===== config.mk =====
export PLATFORM = sky130hd
export DESIGN_NAME = mipi_csi2_pkt_tx
export DESIGN_NICKNAME = d
export VERILOG_FILES = /design/src/rtl/mipi_csi2_pkt_tx_pkg.sv /design/src/rtl/mipi_csi2_pkt_tx_crc16.sv /design/src/rtl/mipi_csi2_pkt_tx.sv
export SDC_FILE = /design/constraint.sdc
export NUM_CORES = 1
export LEC_CHECK = 0
export CAP_MARGIN = 20
export CORE_MARGIN = 3
export CORE_UTILIZATION = 50
export CTS_CLUSTER_DIAMETER = 200
export DETAILED_ROUTE_END_ITERATION = 10
export PLACE_DENSITY = 0.77
export SYNTH_ARGS = -nofsm -noshare
export SYNTH_HDL_FRONTEND = slang
export SYNTH_SLANG_ARGS = --single-unit

===== constraint.sdc =====
create_clock -name clk -period 3.1 [get_ports clk]
set_input_delay 0.775 -clock clk [delete_from_list [all_inputs] [get_ports clk]]
set_output_delay 0.775 -clock clk [all_outputs]
set_load 0.02 [all_outputs]

===== src/rtl/mipi_csi2_pkt_tx_pkg.sv =====
// Shared CSI-2 definitions: data types, TX FSM states, and the ECC / CRC-16 helpers
// used by both the packet builder and the byte-level monitor.
package mipi_csi2_pkt_tx_pkg;

  typedef enum logic [1:0] {
    ST_IDLE,
    ST_HDR,
    ST_PLD,
    ST_CRC
  } tx_state_e;

  localparam logic [5:0] DT_FS        = 6'h00;
  localparam logic [5:0] DT_FE        = 6'h01;
  localparam logic [5:0] DT_LS        = 6'h02;
  localparam logic [5:0] DT_LE        = 6'h03;
  localparam logic [5:0] DT_YUV422_8  = 6'h1E;
  localparam logic [5:0] DT_RAW8      = 6'h2A;
  localparam logic [5:0] DT_RAW10     = 6'h2B;

  localparam logic [7:0]  LONG_DT_MIN_DEF = 8'h10;
  localparam logic [15:0] CRC_INIT        = 16'hFFFF;
  localparam logic [15:0] CRC_POLY_REFL   = 16'h8408;

  // Modified Hamming code over the 24-bit header word {WC-MSB, WC-LSB, DI}.
  function automatic logic [7:0] mipi_ecc(input logic [23:0] d);
    logic [5:0] p;
    p[0] = d[0] ^ d[1] ^ d[2] ^ d[4] ^ d[5] ^ d[7] ^ d[10] ^ d[11] ^ d[13] ^ d[16]
         ^ d[20] ^ d[21] ^ d[22] ^ d[23];
    p[1] = d[0] ^ d[1] ^ d[3] ^ d[4] ^ d[6] ^ d[8] ^ d[10] ^ d[12] ^ d[14] ^ d[17]
         ^ d[20] ^ d[21] ^ d[22] ^ d[23];
    p[2] = d[0] ^ d[2] ^ d[3] ^ d[5] ^ d[6] ^ d[9] ^ d[11] ^ d[12] ^ d[15] ^ d[18]
         ^ d[20] ^ d[21] ^ d[22];
    p[3] = d[1] ^ d[2] ^ d[3] ^ d[7] ^ d[8] ^ d[9] ^ d[13] ^ d[14] ^ d[15] ^ d[19]
         ^ d[20] ^ d[21] ^ d[23];
    p[4] = d[4] ^ d[5] ^ d[6] ^ d[7] ^ d[8] ^ d[9] ^ d[16] ^ d[17] ^ d[18] ^ d[19]
         ^ d[20] ^ d[22] ^ d[23];
    p[5] = d[10] ^ d[11] ^ d[12] ^ d[13] ^ d[14] ^ d[15] ^ d[16] ^ d[17] ^ d[18]
         ^ d[19] ^ d[21] ^ d[22] ^ d[23];
    return {2'b00, p};
  endfunction

  // Reflected CRC-16 (0x8408), one byte shifted in LSB first.
  function automatic logic [15:0] mipi_crc16_byte(input logic [15:0] crc, input logic [7:0] data);
    logic [15:0] c;
    c = crc ^ {8'h00, data};
    for (int i = 0; i < 8; i++) begin
      c = c[0] ? ((c >> 1) ^ CRC_POLY_REFL) : (c >> 1);
    end
    return c;
  endfunction

endpackage


===== src/rtl/mipi_csi2_pkt_tx_crc16.sv =====
// Byte-wide CRC-16 accumulator; init has priority over en.
module mipi_csi2_pkt_tx_crc16
  import mipi_csi2_pkt_tx_pkg::*;
(
  input  logic        clk,
  input  logic        rst,
  input  logic        init,
  input  logic        en,
  input  logic [7:0]  data,
  output logic [15:0] crc
);

  logic [15:0] crc_q, crc_d;

  always_comb begin
    crc_d = crc_q;
    if (init) begin
      crc_d = CRC_INIT;
    end else if (en) begin
      crc_d = mipi_crc16_byte(crc_q, data);
    end
  end

  always_ff @(posedge clk) begin
    if (rst) begin
      crc_q <= '0;
    end else begin
      crc_q <= crc_d;
    end
  end

  assign crc = crc_q;

endmodule


===== src/rtl/mipi_csi2_pkt_tx.sv =====
// CSI-2 packet builder: header request plus payload stream in, serialized
// single-lane byte stream out through one output register.
module mipi_csi2_pkt_tx
  import mipi_csi2_pkt_tx_pkg::*;
#(
  parameter bit         CRC_EN      = 1'b1,
  parameter logic [7:0] LONG_DT_MIN = LONG_DT_MIN_DEF
) (
  input  logic        clk,
  input  logic        rst,
  input  logic        hdr_valid,
  output logic        hdr_ready,
  input  logic [1:0]  hdr_vc,
  input  logic [5:0]  hdr_dt,
  input  logic [15:0] hdr_wc,
  input  logic        pld_valid,
  output logic        pld_ready,
  input  logic [7:0]  pld_data,
  output logic        out_valid,
  input  logic        out_ready,
  output logic [7:0]  out_data,
  output logic        out_sop,
  output logic        out_eop,
  output logic        busy
);

  tx_state_e   state_q, state_d;
  logic [1:0]  hcnt_q, hcnt_d;
  logic [15:0] rem_q, rem_d;
  logic [15:0] wc_q, wc_d;
  logic [7:0]  ecc_q, ecc_d;
  logic        long_q, long_d;
  logic        out_valid_q, out_valid_d;
  logic [7:0]  out_data_q, out_data_d;
  logic        out_sop_q, out_sop_d;
  logic        out_eop_q, out_eop_d;

  logic        adv;
  logic        hdr_fire;
  logic        pld_fire;
  logic [15:0] crc_val;
  logic [15:0] crc_out;

  assign adv       = !out_valid_q || out_ready;
  assign hdr_ready = !rst && (state_q == ST_IDLE) && adv;
  assign pld_ready = !rst && (state_q == ST_PLD) && adv;
  assign hdr_fire  = hdr_valid && hdr_ready;
  assign pld_fire  = pld_valid && pld_ready;
  assign crc_out   = CRC_EN ? crc_val : 16'h0000;

  mipi_csi2_pkt_tx_crc16 u_crc (
    .clk  (clk),
    .rst  (rst),
    .init (hdr_fire),
    .en   (pld_fire),
    .data (pld_data),
    .crc  (crc_val)
  );

  always_comb begin
    state_d     = state_q;
    hcnt_d      = hcnt_q;
    rem_d       = rem_q;
    wc_d        = wc_q;
    ecc_d       = ecc_q;
    long_d      = long_q;
    out_valid_d = out_valid_q;
    out_data_d  = out_data_q;
    out_sop_d   = out_sop_q;
    out_eop_d   = out_eop_q;

    // Every state only produces a byte when the output register can take one.
    if (adv) begin
      out_valid_d = 1'b0;
      out_sop_d   = 1'b0;
      out_eop_d   = 1'b0;
      unique case (state_q)
        ST_IDLE: begin
          if (hdr_fire) begin
            wc_d        = hdr_wc;
            ecc_d       = mipi_ecc({hdr_wc, hdr_vc, hdr_dt});
            long_d      = ({2'b00, hdr_dt} >= LONG_DT_MIN);
            out_valid_d = 1'b1;
            out_data_d  = {hdr_vc, hdr_dt};
            out_sop_d   = 1'b1;
            hcnt_d      = 2'd1;
            state_d     = ST_HDR;
          end
        end
        ST_HDR: begin
          out_valid_d = 1'b1;
          case (hcnt_q)
            2'd1: begin
              out_data_d = wc_q[7:0];
              hcnt_d     = 2'd2;
            end
            2'd2: begin
              out_data_d = wc_q[15:8];
              hcnt_d     = 2'd3;
            end
            default: begin
              out_data_d = ecc_q;
              hcnt_d     = 2'd0;
              if (!long_q) begin
                out_eop_d = 1'b1;
                state_d   = ST_IDLE;
              end else if (wc_q == 16'd0) begin
                state_d = ST_CRC;
              end else begin
                rem_d   = wc_q;
                state_d = ST_PLD;
              end
            end
          endcase
        end
        ST_PLD: begin
          if (pld_fire) begin
            out_valid_d = 1'b1;
            out_data_d  = pld_data;
            rem_d       = rem_q - 16'd1;
            if (rem_q == 16'd1) begin
              state_d = ST_CRC;
            end
          end
        end
        ST_CRC: begin
          out_valid_d = 1'b1;
          if (hcnt_q == 2'd0) begin
            out_data_d = crc_out[7:0];
            hcnt_d     = 2'd1;
          end else begin
            out_data_d = crc_out[15:8];
            out_eop_d  = 1'b1;
            hcnt_d     = 2'd0;
            state_d    = ST_IDLE;
          end
        end
        default: state_d = ST_IDLE;
      endcase
    end
  end

  always_ff @(posedge clk) begin
    if (rst) begin
      state_q     <= ST_IDLE;
      hcnt_q      <= '0;
      rem_q       <= '0;
      wc_q        <= '0;
      ecc_q       <= '0;
      long_q      <= 1'b0;
      out_valid_q <= 1'b0;
      out_data_q  <= '0;
      out_sop_q   <= 1'b0;
      out_eop_q   <= 1'b0;
    end else begin
      state_q     <= state_d;
      hcnt_q      <= hcnt_d;
      rem_q       <= rem_d;
      wc_q        <= wc_d;
      ecc_q       <= ecc_d;
      long_q      <= long_d;
      out_valid_q <= out_valid_d;
      out_data_q  <= out_data_d;
      out_sop_q   <= out_sop_d;
      out_eop_q   <= out_eop_d;
    end
  end

  assign out_valid = out_valid_q;
  assign out_data  = out_data_q;
  assign out_sop   = out_sop_q;
  assign out_eop   = out_eop_q;
  assign busy      = (state_q != ST_IDLE) || out_valid_q;

endmodule


==> key figures, run 1 <==
Status
  – Outcome: finished clean

Clock tree
  – CTS buffer count: 9
  – Cts-stage hold buffer count: 0
  – Setup bufs post-CTS: 0
  – Root Buffer: clkbuf_8
  – # H-tree levels: 3
  – CTS tree: yes
  – Worst-Skew Late Latency: 0.35 ns
  – CTS sink cnt: 70
  – Reg clk slew, reported paths: 0.07 ns
  – Deepest clock path buffer count: 2

Routing
  – Vias per cell: 5.84
  – Antenna-violating nets left: 0
  – Routed len/inst: 17.1 um
  – Remaining DRCs: 0
  – Vias: 3879
  – DRT iter0 DRCs: 205
  – DR pass1 iterations: 5
  – Post-Route WL: 11300 um

Timing
  – RSZ-0062 raised after global routing: no
  – Final slew viol count: 0
  – Clock skew: 0.00824 ns
  – Hold slack: 0.458 ns
  – Post-route minimum period: 2.68 ns
  – Final cycle utilization of the critical path: 86.4%
  – Fin. Hold Viols: 0
  – Setup ws final: 0.420 ns
  – Fin Setup TNS: 0 ns
  – Worst slew pin tran: 0.703 ns
  – Max-slew headroom: 53.0%
  – Max Freq: 373 MHz
  – Setup violation total in the final timing report: 0

Synthesis
  – Sequential area share after synthesis: 33.0%
  – Syn nets: 558
  – Post-synthesis instance area: 4250 um2
  – Yosys reg bits: 70
  – Mean post-synth cell area: 8.25 um2
  – Dominant synthesized flop cell: dfxtp_1
  – YS warnings: 0
  – Library cells used by synthesis: 47
  – Post-synth EDFFs: 0
  – Fraction of registers with async set or reset after synthesis: 0%
  – Syn Inst Count: 515

Die
  – DIE AREA: 9640 um2
  – Core area: 8220 um2
  – DIE WIDTH: 98.2 um
  – Rows: 33
  – Starting density of the core: 51.7%
  – Die height: 98.2 um
  – Top Ports: 51

Final layout
  – Fin util: 61.5%
  – Multi-input gate area: 2630 um2
  – NumNets Final: 597
  – Synthesis-to-layout area growth: 18.8%
  – Commonest non-fill, non-tap cells in the layout: 70 x dfxtp_1, 58 x nor2_1, 56 x nand2_1
  – Total of fill cells in the finished design: 734
  – ANT cells: 0
  – Layout cell share with drive strength beyond 1: 9.12%
  – Commonest non-fill, non-tap cell in the layout: dfxtp_1
  – Fin cells: 664
  – Register Area: 1400 um2

Power and ir drop
  – P per Cell Area: 498 nW/um2
  – Max VDD drop: 356 uV
  – Leakage: 1.86 nW

Global routing
  – Total GRT Usage: 24.1%
  – First-pass GRT wire length: 18900 um
  – Vias in the first global route: 3811
  – Initial antenna violation count: 0
  – Remaining Overflow, GRT: 0
  – Largest net degree at the start of global routing: 40

Critical path
  – Critical path fanouts, max: 2
  – Startpoint Class: primary input
  – Worst setup EP type: output port
  – Crit-path slowest cell: clkdlybuf4s50_1
  – Critical path class: primary input to output port
  – RR Startpoint: hcnt_q[0]
  – R2R setup slack: 0.54 ns
  – Crit path cell chain: clkdlybuf4s50_1, nor2b_1, nor3_1, buf_4, dlymetal6s2s_1
  – Crit path from: out_ready
  – Critical path's largest stage delay: 0.47 ns
  – CP Data Arrival Time: 1.90 ns
  – R2R Path End: rem_q[11]
  – Req. time, crit path: 2.32 ns
  – Reg2Reg Depth: 7

Place
  – Dpl hpwl: 8300 um
  – Final GP Congestion: 0.854
  – Count of input and output buffers: 50
  – Placed cell count: 648
  – Worst slack, placed: 0.0450 ns

Job
  – Max-Cap Viols: 0

Min path
  – Tightest Hold Check Type: flop to flop
  – Hold wc startpoint: out_data[7]
  – Cells on Worst Hold Path: 2
  – Hold EP: out_data[7]
## stage by stage
stage,power [W],area (um2)
after global placement,0.00168,4820
after detailed placement,0.00170,4820
after floorplan,0.00150,4250
final,0.00252,5050
after global routing,0.00264,5050
after CTS,0.00253,5040
## power by group
part	switching [W]	total, W	internal [W]
logic	0.000337	0.000688	0.000351
registers	0.0000478	0.00100	0.000954
clock network	0.000355	0.000827	0.000472
## how the worst max path moves through the flow
stage | endpoint | slack [ns] | depth (start not counted)
CTS | hdr_ready | 0.03 | 5
finish | pld_ready | 0.42 | 5
floorplan | pld_ready | 0.66 | 3
detailed placement | hdr_ready | 0.05 | 5
global placement | hdr_ready | 0.06 | 5
global route | rem_q[11] | 0.33 | 7
## synth_stat cells, types with 3 or more instances
library cell	number	area (um2)
dfxtp_1	70	1400
nor2_1	58	218
nand2_1	56	210
a21oi_1	55	275
xnor2_1	42	368
clkbuf_1	31	116
o21ai_0	23	115
o22ai_1	19	119
xor2_1	17	149
inv_1	13	48.8
nor4_1	12	75.1
a22oi_1	10	75.1
a21o_1	9	67.6
mux2i_1	9	90.1
nor3_1	7	35.0
ha_1	6	75.1
mux2_2	6	67.6
mux4_2	6	135
nand3_1	6	30.0
a211oi_1	5	37.5
or2_0	5	31.3
xnor3_1	5	113
buf_6	4	45.0
nand2b_1	4	25.0
a211o_1	3	26.3
nand3b_1	3	22.5
nand4_1	3	18.8
## metal layers
layer | global-route usage [%] | up-vias | wire length, um
met5 | 0 | - | 0
met4 | 7.04 | 0 | 161
met3 | 5.43 | 20 | 609
met2 | 42.3 | 139 | 5840
met1 | 29.7 | 1847 | 4730
li1 | - | 1873 | -
## cell type report
class	count	share of cell area [%]
flip-flops and latches	70	27.8
inverters	13	0.966
clock buffers	10	2.73
multi-input cells	394	52.0
repair buffers	66	12.3
well taps	105	2.60
clock inverters	6	1.68
## state kept, by name, indices dropped and copies added (netlist names), named ones only
| name | cells |
|---|---|
| out_eop | 1 |
| state_q | 1 |
| wc_q | 16 |
| long_q | 1 |
| u_crc.crc | 16 |
| out_data | 8 |
| ecc_q | 6 |
| rem_q | 16 |
| out_valid | 1 |
| hcnt_q | 2 |
| out_sop | 1 |
## critical path: cells and delay by family
family | cells | cell delay, ns
buffers and inverters | 3 | 0.85
AND/OR/NAND/NOR | 2 | 0.29
## what timing repair did
action	in CTS	in global routing
resized for setup	0	2
setup endpoints to repair	0	2
hold endpoints to repair	0	0
## logic make-up (layout without fill, tap and decap cells)
family,count (synthesis),after routing,share of synthesized area [%]
muxes,21,21,6.89
adders and majority gates,6,6,1.77
DFF,70,70,33.0
xor gates and xnor gates,66,66,15.9
and+or+nand+nor,169,169,18.6
AOI/OAI and AO/OA,132,132,18.5
buffers and inverters,51,95,5.27
(Power assumes the default switching activity.)
==> run 2, diff against run 1 <==
--- a/config.mk
+++ b/config.mk
@@ -5,7 +5,6 @@
 export SDC_FILE = /design/constraint.sdc
 export NUM_CORES = 1
 export LEC_CHECK = 0
-export CAP_MARGIN = 20
 export CORE_MARGIN = 3
 export CORE_UTILIZATION = 50
 export CTS_CLUSTER_DIAMETER = 200
==> results of run 2 <==
The final DEF is identical to that of run 1; final timing and power are the same.
==> run 3, diff against run 2 <==
--- a/config.mk
+++ b/config.mk
@@ -8,6 +8,7 @@
 export CORE_MARGIN = 3
 export CORE_UTILIZATION = 50
 export CTS_CLUSTER_DIAMETER = 200
+export CTS_CLUSTER_SIZE = 40
 export DETAILED_ROUTE_END_ITERATION = 10
 export PLACE_DENSITY = 0.77
 export SYNTH_ARGS = -nofsm -noshare
==> results of run 3 <==
The final DEF is identical to that of run 1; final timing and power are the same.
